===== src/rtl/servo_pkg.sv =====
// Shared definitions for the pan/tilt servo scheduler.
//   state_e  : scheduler FSM states
//   DIR_*    : direction codes used on REQ_* and DIR_* buses
//   req_valid: request qualification against the end stops
package servo_pkg;

  typedef enum logic [1:0] {
    StIdle   = 2'b00,
    StMove   = 2'b01,
    StSettle = 2'b10
  } state_e;

  localparam logic [1:0] DIR_STOP = 2'b00;
  localparam logic [1:0] DIR_POS  = 2'b01;
  localparam logic [1:0] DIR_NEG  = 2'b10;

  // A request counts only if it names a direction whose end stop is not hit.
  // lim[0] guards the positive direction, lim[1] the negative one.
  function automatic logic req_valid(input logic [1:0] req, input logic [1:0] lim);
    return ((req == DIR_POS) && !lim[0]) || ((req == DIR_NEG) && !lim[1]);
  endfunction

endpackage


===== src/rtl/tick_timer.sv =====
// TICK-gated up-counter for the servo scheduler.
//   clk_i, rst_ni : clock, asynchronous active-low reset
//   tick_i        : 1 MHz strobe, counts only when high
//   clear_i       : synchronous clear (takes priority over counting)
//   term_i        : terminal count
//   done_o        : high in a tick cycle whose count equals term_i
module tick_timer #(
  parameter int unsigned Width = 4
) (
  input  logic             clk_i,
  input  logic             rst_ni,
  input  logic             tick_i,
  input  logic             clear_i,
  input  logic [Width-1:0] term_i,
  output logic             done_o
);

  logic [Width-1:0] cnt_q, cnt_d;

  always_comb begin
    cnt_d = cnt_q;
    if (clear_i) begin
      cnt_d = '0;
    end else if (tick_i && (cnt_q != {Width{1'b1}})) begin
      // Saturate rather than wrap.
      cnt_d = cnt_q + 1'b1;
    end
  end

  always_ff @(posedge clk_i or negedge rst_ni) begin
    if (!rst_ni) begin
      cnt_q <= '0;
    end else begin
      cnt_q <= cnt_d;
    end
  end

  assign done_o = tick_i && (cnt_q == term_i);

endmodule


===== src/rtl/servo_scheduler.sv =====
// Arbitrates one shared servo power budget between a horizontal and a
// vertical axis. A granted move runs for MOVE_TICKS strobes (or until the
// end stop in the moving direction trips), then holds the axis enabled with
// a stop direction for SETTLE_TICKS strobes before returning to idle.
//   CLK, RST_N     : clock, asynchronous active-low reset
//   TICK           : 1 MHz strobe
//   REQ_H, REQ_V   : per-axis move requests (00 none, 01 pos, 10 neg)
//   LIM_H, LIM_V   : end stops, [0] pos, [1] neg
//   DIR_H/EN_H, DIR_V/EN_V : drive to the per-axis PWM generators
//   GRANT          : one-hot owner, [0] H, [1] V
//   BUSY           : high while moving or settling
module servo_scheduler
  import servo_pkg::*;
#(
  parameter int unsigned MOVE_TICKS   = 2150,
  parameter int unsigned SETTLE_TICKS = 430
) (
  input  logic       CLK,
  input  logic       RST_N,
  input  logic       TICK,
  input  logic [1:0] REQ_H,
  input  logic [1:0] REQ_V,
  input  logic [1:0] LIM_H,
  input  logic [1:0] LIM_V,
  output logic [1:0] DIR_H,
  output logic       EN_H,
  output logic [1:0] DIR_V,
  output logic       EN_V,
  output logic [1:0] GRANT,
  output logic       BUSY
);

  localparam int unsigned MaxTicks = (MOVE_TICKS > SETTLE_TICKS) ? MOVE_TICKS : SETTLE_TICKS;
  localparam int unsigned CntW     = $clog2(MaxTicks) + 1;
  localparam logic [CntW-1:0] MoveTerm   = CntW'(MOVE_TICKS - 1);
  localparam logic [CntW-1:0] SettleTerm = CntW'(SETTLE_TICKS - 1);

  state_e     state_q, state_d;
  logic       axis_q, axis_d;   // 0: H owns the grant, 1: V owns it
  logic [1:0] dir_q, dir_d;     // latched direction of the granted move
  logic       rr_q, rr_d;       // 1: V wins the next contended grant

  logic [1:0] dir_h_q, dir_h_d;
  logic       en_h_q, en_h_d;
  logic [1:0] dir_v_q, dir_v_d;
  logic       en_v_q, en_v_d;
  logic [1:0] grant_q, grant_d;
  logic       busy_q, busy_d;

  logic            h_valid, v_valid;
  logic [1:0]      lim_sel;
  logic            lim_hit;
  logic            tmr_clear, tmr_done;
  logic [CntW-1:0] tmr_term;

  assign h_valid = req_valid(REQ_H, LIM_H);
  assign v_valid = req_valid(REQ_V, LIM_V);

  // End stop that guards the latched direction of the moving axis.
  assign lim_sel = axis_q ? LIM_V : LIM_H;
  assign lim_hit = (dir_q == DIR_POS) ? lim_sel[0] : lim_sel[1];

  tick_timer #(
    .Width(CntW)
  ) u_tick_timer (
    .clk_i  (CLK),
    .rst_ni (RST_N),
    .tick_i (TICK),
    .clear_i(tmr_clear),
    .term_i (tmr_term),
    .done_o (tmr_done)
  );

  // Next state.
  always_comb begin
    state_d   = state_q;
    axis_d    = axis_q;
    dir_d     = dir_q;
    rr_d      = rr_q;
    tmr_clear = 1'b0;
    tmr_term  = MoveTerm;

    unique case (state_q)
      StIdle: begin
        tmr_clear = 1'b1;
        if (h_valid && (!v_valid || !rr_q)) begin
          state_d = StMove;
          axis_d  = 1'b0;
          dir_d   = REQ_H;
          rr_d    = 1'b1;
        end else if (v_valid) begin
          state_d = StMove;
          axis_d  = 1'b1;
          dir_d   = REQ_V;
          rr_d    = 1'b0;
        end
      end
      StMove: begin
        tmr_term = MoveTerm;
        if (lim_hit || tmr_done) begin
          state_d   = StSettle;
          tmr_clear = 1'b1;
        end
      end
      StSettle: begin
        tmr_term = SettleTerm;
        if (tmr_done) begin
          state_d   = StIdle;
          tmr_clear = 1'b1;
        end
      end
      default: begin
        state_d   = StIdle;
        tmr_clear = 1'b1;
      end
    endcase
  end

  // Outputs are decoded from the next state so the registered copies change
  // on the same edge as the state itself.
  always_comb begin
    dir_h_d = DIR_STOP;
    en_h_d  = 1'b0;
    dir_v_d = DIR_STOP;
    en_v_d  = 1'b0;
    grant_d = 2'b00;
    busy_d  = 1'b0;
    if (state_d != StIdle) begin
      busy_d  = 1'b1;
      grant_d = axis_d ? 2'b10 : 2'b01;
      if (axis_d) begin
        en_v_d  = 1'b1;
        dir_v_d = (state_d == StMove) ? dir_d : DIR_STOP;
      end else begin
        en_h_d  = 1'b1;
        dir_h_d = (state_d == StMove) ? dir_d : DIR_STOP;
      end
    end
  end

  always_ff @(posedge CLK or negedge RST_N) begin
    if (!RST_N) begin
      state_q <= StIdle;
      axis_q  <= 1'b0;
      dir_q   <= DIR_STOP;
      rr_q    <= 1'b0;
      dir_h_q <= DIR_STOP;
      en_h_q  <= 1'b0;
      dir_v_q <= DIR_STOP;
      en_v_q  <= 1'b0;
      grant_q <= 2'b00;
      busy_q  <= 1'b0;
    end else begin
      state_q <= state_d;
      axis_q  <= axis_d;
      dir_q   <= dir_d;
      rr_q    <= rr_d;
      dir_h_q <= dir_h_d;
      en_h_q  <= en_h_d;
      dir_v_q <= dir_v_d;
      en_v_q  <= en_v_d;
      grant_q <= grant_d;
      busy_q  <= busy_d;
    end
  end

  assign DIR_H = dir_h_q;
  assign EN_H  = en_h_q;
  assign DIR_V = dir_v_q;
  assign EN_V  = en_v_q;
  assign GRANT = grant_q;
  assign BUSY  = busy_q;

endmodule


===== config.mk =====
export PLATFORM = sky130hd
export DESIGN_NAME = servo_scheduler
export DESIGN_NICKNAME = d
export VERILOG_FILES = /design/src/rtl/servo_pkg.sv /design/src/rtl/tick_timer.sv /design/src/rtl/servo_scheduler.sv
export SDC_FILE = /design/constraint.sdc
export NUM_CORES = 1
export LEC_CHECK = 0
export BUFFER_PORTS_ARGS = -buffer_cell sky130_fd_sc_hd__clkbuf_2
export CORE_MARGIN = 4
export CORE_UTILIZATION = 40
export CTS_BUF_LIST = sky130_fd_sc_hd__clkbuf_4 sky130_fd_sc_hd__clkbuf_8
export DETAILED_ROUTE_END_ITERATION = 10
export SETUP_SLACK_MARGIN = 0.3
export SYNTH_ARGS = -nofsm -noshare
export SYNTH_HDL_FRONTEND = slang
export SYNTH_HIERARCHICAL = 1
export SYNTH_SLANG_ARGS = --single-unit

===== constraint.sdc =====
create_clock -name CLK -period 2.4 [get_ports CLK]
set_input_delay 0.48 -clock CLK [delete_from_list [all_inputs] [get_ports CLK]]
set_output_delay 0.48 -clock CLK [all_outputs]
set_load 0.01 [all_outputs]

==> flow_summary_export.csv, run 1 <==
group,metric,value,unit
drt,wl,3.82,mm
synthesis,ys_ff_latch,26,
worst_setup_path,startpoint_type,"register",
timing,drv_slew,0,
timing,finalHoldViolCount,0,
synthesis,avgSynthCellArea,9.85,um2
worst_setup_path,path_cells,"ha_4 > xor2_2 > nor4_1 > nand3_1 > nor3_4 > nor3b_2 > o31ai_4 > and4b_1",
drt,drt_iter0_drc,102,
timing,setup_viol_count_final,0,
drt,vias,1447,
layout,diodes,0,
floorplan,die_h,72.5,um
synthesis,synth_edf_count,0,
grt,grt_usage,0.153,
timing,max_slew.worst_pin.slew,0.676,ns
grt,grt_max_degree,27,
drt,drt_pre_antenna_iters,4,
layout,layout.nets,225,
floorplan,io_pins,20,
drt,wl_per_cell,14.8,um
worst_setup_path,critPathBufInv,0,
clock_tree,cts_buffers,3,
worst_setup_path,cp-end-kind,"register",
synthesis,synthFlopType,"dfrtp_1",
timing,min_period,2.18,ns
grt,grt_pass1_vias,1398,
drt,ant_nets,0,
synthesis,synth_cells,169,
clock_tree,path_clk_slew,0.09,ns
drt,drc,0,
worst_setup_path,critPathMaxFanout,5,
timing,final.period_utilization,0.907,
timing,slew_headroom,0.549,
layout,syn_to_final_growth,26.1,%
floorplan,dieArea,5260,um2
grt,antenna_found_initial,0,
layout,utilization,0.525,
synthesis,yosysSeqAreaShare,0.391,
placed_design,place_hpwl,2.78,mm
clock_tree,cts_root_buf,"clkbuf_8",
placed_design,place_congestion,0.878,
timing,clock_skew,0.00476,ns
grt,grt_overflow,0,
worst_setup_path,crit_path_top_delay_cell,"dfrtp_2",
clock_tree,htreeDepth,1,
clock_tree,tritoncts,"built",
clock_tree,clk_latency,0.28,ns
synthesis,ys_types,53,
placed_design,portBuffers,19,
floorplan,fp.coreArea,4000,um2
pwr,power_density,1010,nW/um2
drt,via_per_inst,5.61,
grt,grt_pass1_wl,6.35,mm
worst_setup_path,critical_path_class,"reg2reg",
timing,fin_setup_tns,0,ns
layout,drive_above_1_share,0.332,
min_path,hold_class,"in2async",
clock_tree,cts.path.max_buffers,2,
clock_tree,clock-sinks,26,
floorplan,rows,23,
worst_setup_path,cp.required,2.57,ns
run_status,run_status,"complete, no violations",
synthesis,synth.cell_area,1660,um2
floorplan,start_util,0.416,
timing,max_freq,459,MHz
synthesis,async_reset_ff_frac,1.00,
pwr,peakVddDrop,583,uV
floorplan,dieWidth,72.5,um
timing,rsz0062_at_grt,"yes",
synthesis,yosysWarnings,6,
flow_run,max_cap_viol_count,0,
worst_setup_path,slowest_delay,0.44,ns
worst_setup_path,arrival,2.35,ns
pwr,p_leak,0.950,nW
layout,n_fill_cell,357,
worst_setup_path,crit_family,"simple AND/OR/NAND/NOR gates",
## where the power goes
group	switching, mW	internal (mW)	total, mW
Clock	0.144	0.223	0.367
Combinational	0.555	0.578	1.13
Sequential	0.0741	0.544	0.618
## layout by cell type, fill, tap and decap left out, drive strengths merged, types with 4 or more instances in the layout
master   n
o21ai    6
a21oi    7
conb     8
nor2     9
ha       5
xor2     4
dfrtp   26
nand3    9
nand2    7
nor3     6
clkbuf  22
inv      8
xnor2    9
nor3b    6
nor2b    5
nand4    6
nor4     5
buf     17
## worst reg2reg max path, delay by kind of cell, from the launching register on
kind / cells / cell delay (ns)
AO/OA/AOI/OAI: 1 / 0.33
XOR/XNOR: 1 / 0.15
adder cells (fa/ha/maj): 1 / 0.20
flip-flops: 1 / 0.44
AND/OR/NAND/NOR: 5 / 0.96
## sequential cells by signal, summed over array words and instances (netlist names), 2 cells and up
signal / count
state_q: 2
dir_q: 2
u_tick_timer/cnt_q: 13
DIR_V: 2
DIR_H: 2
## area by class of cell
cell class / instances / area (um2) / share of cell area
Clock buffer: 3 / 41.3 / 0.0197
Clock inverter: 1 / 30.0 / 0.0143
Sequential cell: 26 / 652 / 0.311
Timing Repair Buffer: 36 / 243 / 0.116
Inverter: 8 / 37.5 / 0.0179
Tap cell: 50 / 62.6 / 0.0298
Multi-Input combinational cell: 134 / 1030 / 0.492
## synthesized netlist by cell type (all sizes together), types with 3 or more instances
library cell,instances,share of area
dfrtp,26,0.39
nand3,9,0.027
nor2,9,0.020
xnor2,9,0.047
inv,8,0.018
a21oi,7,0.021
nand2,7,0.016
nand4,6,0.023
nor3,6,0.024
nor3b,6,0.036
o21ai,6,0.018
buf,5,0.026
ha,5,0.038
nor2b,5,0.019
nor4,5,0.019
xor2,4,0.021
a21boi,3,0.014
and4,3,0.020
o21a,3,0.014
## kinds of logic after synthesis
group,after synthesis,synth area share
multiplexers,5,0.0391
AND/OR/NAND/NOR,67,0.255
adder cells (fa/ha/maj),5,0.0376
XOR/XNOR,13,0.0684
buffers and inverters,15,0.0489
AO/OA/AOI/OAI,36,0.156
other,2,0.00451
flip-flops,26,0.391
## per-stage QoR
| stage | instances | total power, mW | area (um2) | worst slack (ns) | hold slack, ns |
|---|---|---|---|---|---|
| 2_1_floorplan | 175 | 1.19 | 1720 | 0.268 | 0.184 |
| 3_3_place_gp | 240 | 1.41 | 1850 | 0.209 | 0.535 |
| 3_5_place_dp | 240 | 1.43 | 1850 | 0.0530 | 0.534 |
| 4_1_cts | 250 | 1.94 | 2010 | 0.257 | 0.238 |
| 5_1_grt | 258 | 2.26 | 2100 | 0.104 | 0.264 |
| 6_report | 258 | 2.12 | 2100 | 0.223 | 0.223 |
## per-layer routing
| metal | vias to the layer above | GRT usage | share of wire |
|---|---|---|---|
| met5 | - | 0 | 0 |
| li1 | 701 | - | - |
| met1 | 713 | 0.190 | 0.43 |
| met2 | 26 | 0.275 | 0.51 |
| met4 | 0 | 0.0369 | 0.014 |
| met3 | 7 | 0.0263 | 0.044 |
## worst paths after layout
kind                       slack, ns        from                     to  depth (start not counted)
min reg2reg                     0.55        rr_q                   rr_q                          1
min in group CLK                0.54        TICK  u_tick_timer/cnt_q[8]                          2
max reg2reg                     0.22  state_q[1]               DIR_V[1]                          8
min                             0.22       RST_N  u_tick_timer/cnt_q[7]                          1
max                             0.22  state_q[1]               DIR_V[1]                          8
max in group asynchronous       1.70       RST_N             state_q[1]                          1
## what timing repair did
action	4_1_cts	5_1_grt
resized for setup	11	10
cloned	0	0
buffers inserted	6	8
endpoints found under the setup margin	16	21
hold buffers	0	0
pin swaps	3	3
Power figures use the tool's default switching activity.
==> run 2: changes to the inputs <==
--- a/config.mk
+++ b/config.mk
@@ -6,10 +6,14 @@
 export NUM_CORES = 1
 export LEC_CHECK = 0
 export BUFFER_PORTS_ARGS = -buffer_cell sky130_fd_sc_hd__clkbuf_2
+export CAP_MARGIN = 20
+export CELL_PAD_IN_SITES_DETAIL_PLACEMENT = 1
+export CELL_PAD_IN_SITES_GLOBAL_PLACEMENT = 2
 export CORE_MARGIN = 4
-export CORE_UTILIZATION = 40
+export CORE_UTILIZATION = 34
 export CTS_BUF_LIST = sky130_fd_sc_hd__clkbuf_4 sky130_fd_sc_hd__clkbuf_8
 export DETAILED_ROUTE_END_ITERATION = 10
+export PLACE_DENSITY_LB_ADDON = 0.3
 export SETUP_SLACK_MARGIN = 0.3
 export SYNTH_ARGS = -nofsm -noshare
 export SYNTH_HDL_FRONTEND = slang
==> run 2 against run 1 <==
Net effect:
- total power down 5.4%
- clock-buffer cell count unchanged
- largest power group unchanged
- highest routed layer unchanged
- fmax down 0.70%
- via count up 0.76%
- combinational power about the same
- first-iteration DRC count down 56%
==> flow_summary_export.csv, run 2 (synthesis results as in run 1) <==
group,metric,value,unit
layout,n_fill_cell,540,
drt,via_per_inst,5.28,
placed_design,pre_cts_ws,0.0695,ns
grt,grt_pass1_vias,1559,
timing,clock_skew,0.0173,ns
grt,grtUsageMet2,0.304,
worst_setup_path,crit_family,"simple AND/OR/NAND/NOR gates",
floorplan,fp.coreArea,4720,um2
layout,drive_above_1_share,0.354,
drt,ant_nets,0,
timing,setup_viol_count_final,0,
drt,wl_per_cell,16.1,um
clock_tree,htreeDepth,1,
clock_tree,clock-sinks,26,
flow_run,max_cap_viol_count,0,
layout,layout_commonest_cell,"dfrtp_1",
worst_setup_path,arrival,2.35,ns
timing,final.period_utilization,0.914,
pwr,finalPower,2.00,mW
layout,largest_reg_flops,13,
run_status,run_status,"complete, no violations",
clock_tree,clk_latency,0.28,ns
placed_design,place_congestion,0.786,
placed_design,dpl-instance-area,1890,um2
drt,drt_iter0_drc,45,
timing,max_slew.worst_pin.slew,0.677,ns
clock_tree,cts.path.max_buffers,2,
worst_setup_path,path_common_cell,"buf_4",
worst_setup_path,cp.required,2.56,ns
timing,fin_setup_tns,0,ns
grt,grt_pass1_wl,7.49,mm
clock_tree,tritoncts,"built",
layout,final_cell_mix,"dfrtp_1 (25), clkbuf_2 (19), buf_4 (15)",
layout,syn_to_final_growth,29.6,%
worst_setup_path,critPathBufInv,2,
pwr,peakVddDrop,493,uV
clock_tree,cts_buffers,3,
timing,slew_headroom,0.548,
pwr,p_switching,793,uW
grt,grt_busiest_layer,"met2",
worst_setup_path,path_depth,10,
drt,drt_pre_antenna_iters,4,
floorplan,io_pins,20,
drt,vias,1458,
worst_setup_path,crit_path_top_delay_cell,"dfrtp_2",
layout,diodes,0,
floorplan,dieWidth,78.0,um
grt,grt_max_degree,27,
timing,drv_slew,0,
grt,grt_overflow,0,
worst_setup_path,path_cells,"ha_4 > xor2_1 > nor4_1 > nand3_1 > nor3_4 > buf_4 > buf_4 > o21ai_1 > and3_4 > and4b_1",
timing,rsz0062_at_grt,"yes",
timing,min_period,2.19,ns
grt,antenna_found_initial,0,
drt,drc,0,
timing,finalHoldViolCount,0,
floorplan,start_util,0.352,
drt,wl,4.44,mm
pwr,p_leak,0.968,nW
grt,grt_usage,0.153,
pwr,p_int,1.21,mW
timing,setup_slack,0.207,ns
worst_setup_path,r2r_slack,0.21,ns
pwr,seqPwrFrac,0.306,
worst_setup_path,startpoint_type,"register",
min_path,hold_class,"in2async",
placed_design,portBuffers,19,
grt,met1_usage,0.169,
floorplan,die_h,78.0,um
worst_setup_path,critPathMaxFanout,6,
layout,design_area,2160,um2
grt,grt_use_met3,0.0255,
placed_design,place_hpwl,3.25,mm
floorplan,rows,25,
timing,max_freq,456,MHz
clock_tree,cts_root_buf,"clkbuf_8",
timing,whs,0.217,ns
floorplan,dieArea,6080,um2
pwr,p_comb_frac,0.569,
layout,layout.nets,227,
worst_setup_path,cp-end-kind,"register",
worst_setup_path,slowest_delay,0.43,ns
pwr,power_density,929,nW/um2
worst_setup_path,critical_path_class,"reg2reg",
pwr,swShare,0.396,
pwr,clockPowerShare,0.125,
clock_tree,path_clk_slew,0.10,ns
worst_setup_path,r2r_cells,10,
layout,regMostFlops,"u_tick_timer/cnt_q",
run 2: area by class of cell:
| class | count | area, um2 | share of cell area |
|---|---|---|---|
| clock buffer | 3 | 41.3 | 0.0191 |
| inverter | 8 | 37.5 | 0.0174 |
| multi-input combinational | 134 | 1080 | 0.501 |
| sequential | 26 | 652 | 0.302 |
| tap | 67 | 83.8 | 0.0389 |
| timing repair buffer | 38 | 262 | 0.121 |
run 2: repair_timing:
item                       in CTS  in global routing
gates resized for setup         9                 20
pin swaps                       7                  4
setup buffers                  10                  4
setup endpoints to repair      16                 22
hold buffers                    0                  0
run 2: worst paths after layout:
kind | from | end
max in group asynchronous | RST_N | state_q[1]
worst max-delay path | state_q[1] | DIR_V[1]
worst min register to register | rr_q | rr_q
worst min-delay path | RST_N | u_tick_timer/cnt_q[12]
worst max register to register | state_q[1] | DIR_V[1]
min in group CLK | rr_q | rr_q
run 2: power groups by stage:
stage | clock network [mW] | registers, mW | logic, mW
floorplan | 0 | 0.636 | 0.553
finish | 0.249 | 0.614 | 1.14
detailed placement | 0 | 0.628 | 0.818
CTS | 0.260 | 0.614 | 0.987
global route | 0.282 | 0.630 | 1.24
global placement | 0 | 0.622 | 0.802
run 2: per-stage QoR:
| stage | util | cells |
|---|---|---|
| floorplan | - | 175 |
| global placement | 0.400 | 259 |
| detailed placement | 0.400 | 259 |
| CTS | 0.429 | 272 |
| global route | 0.457 | 276 |
| finish | 0.457 | 276 |
run 2: worst register-to-register path, cell delays in order (launching register included):
cell	delay, ns
dfrtp_2	0.43
ha_4	0.19
xor2_1	0.14
nor4_1	0.19
nand3_1	0.17
nor3_4	0.25
buf_4	0.16
buf_4	0.09
o21ai_1	0.07
and3_4	0.21
and4b_1	0.17
run 2: routing by layer:
metal,up-vias,part of all wire
li1,700,-
met1,740,0.40
met2,13,0.57
met3,5,0.020
met4,0,0.0077
met5,-,0
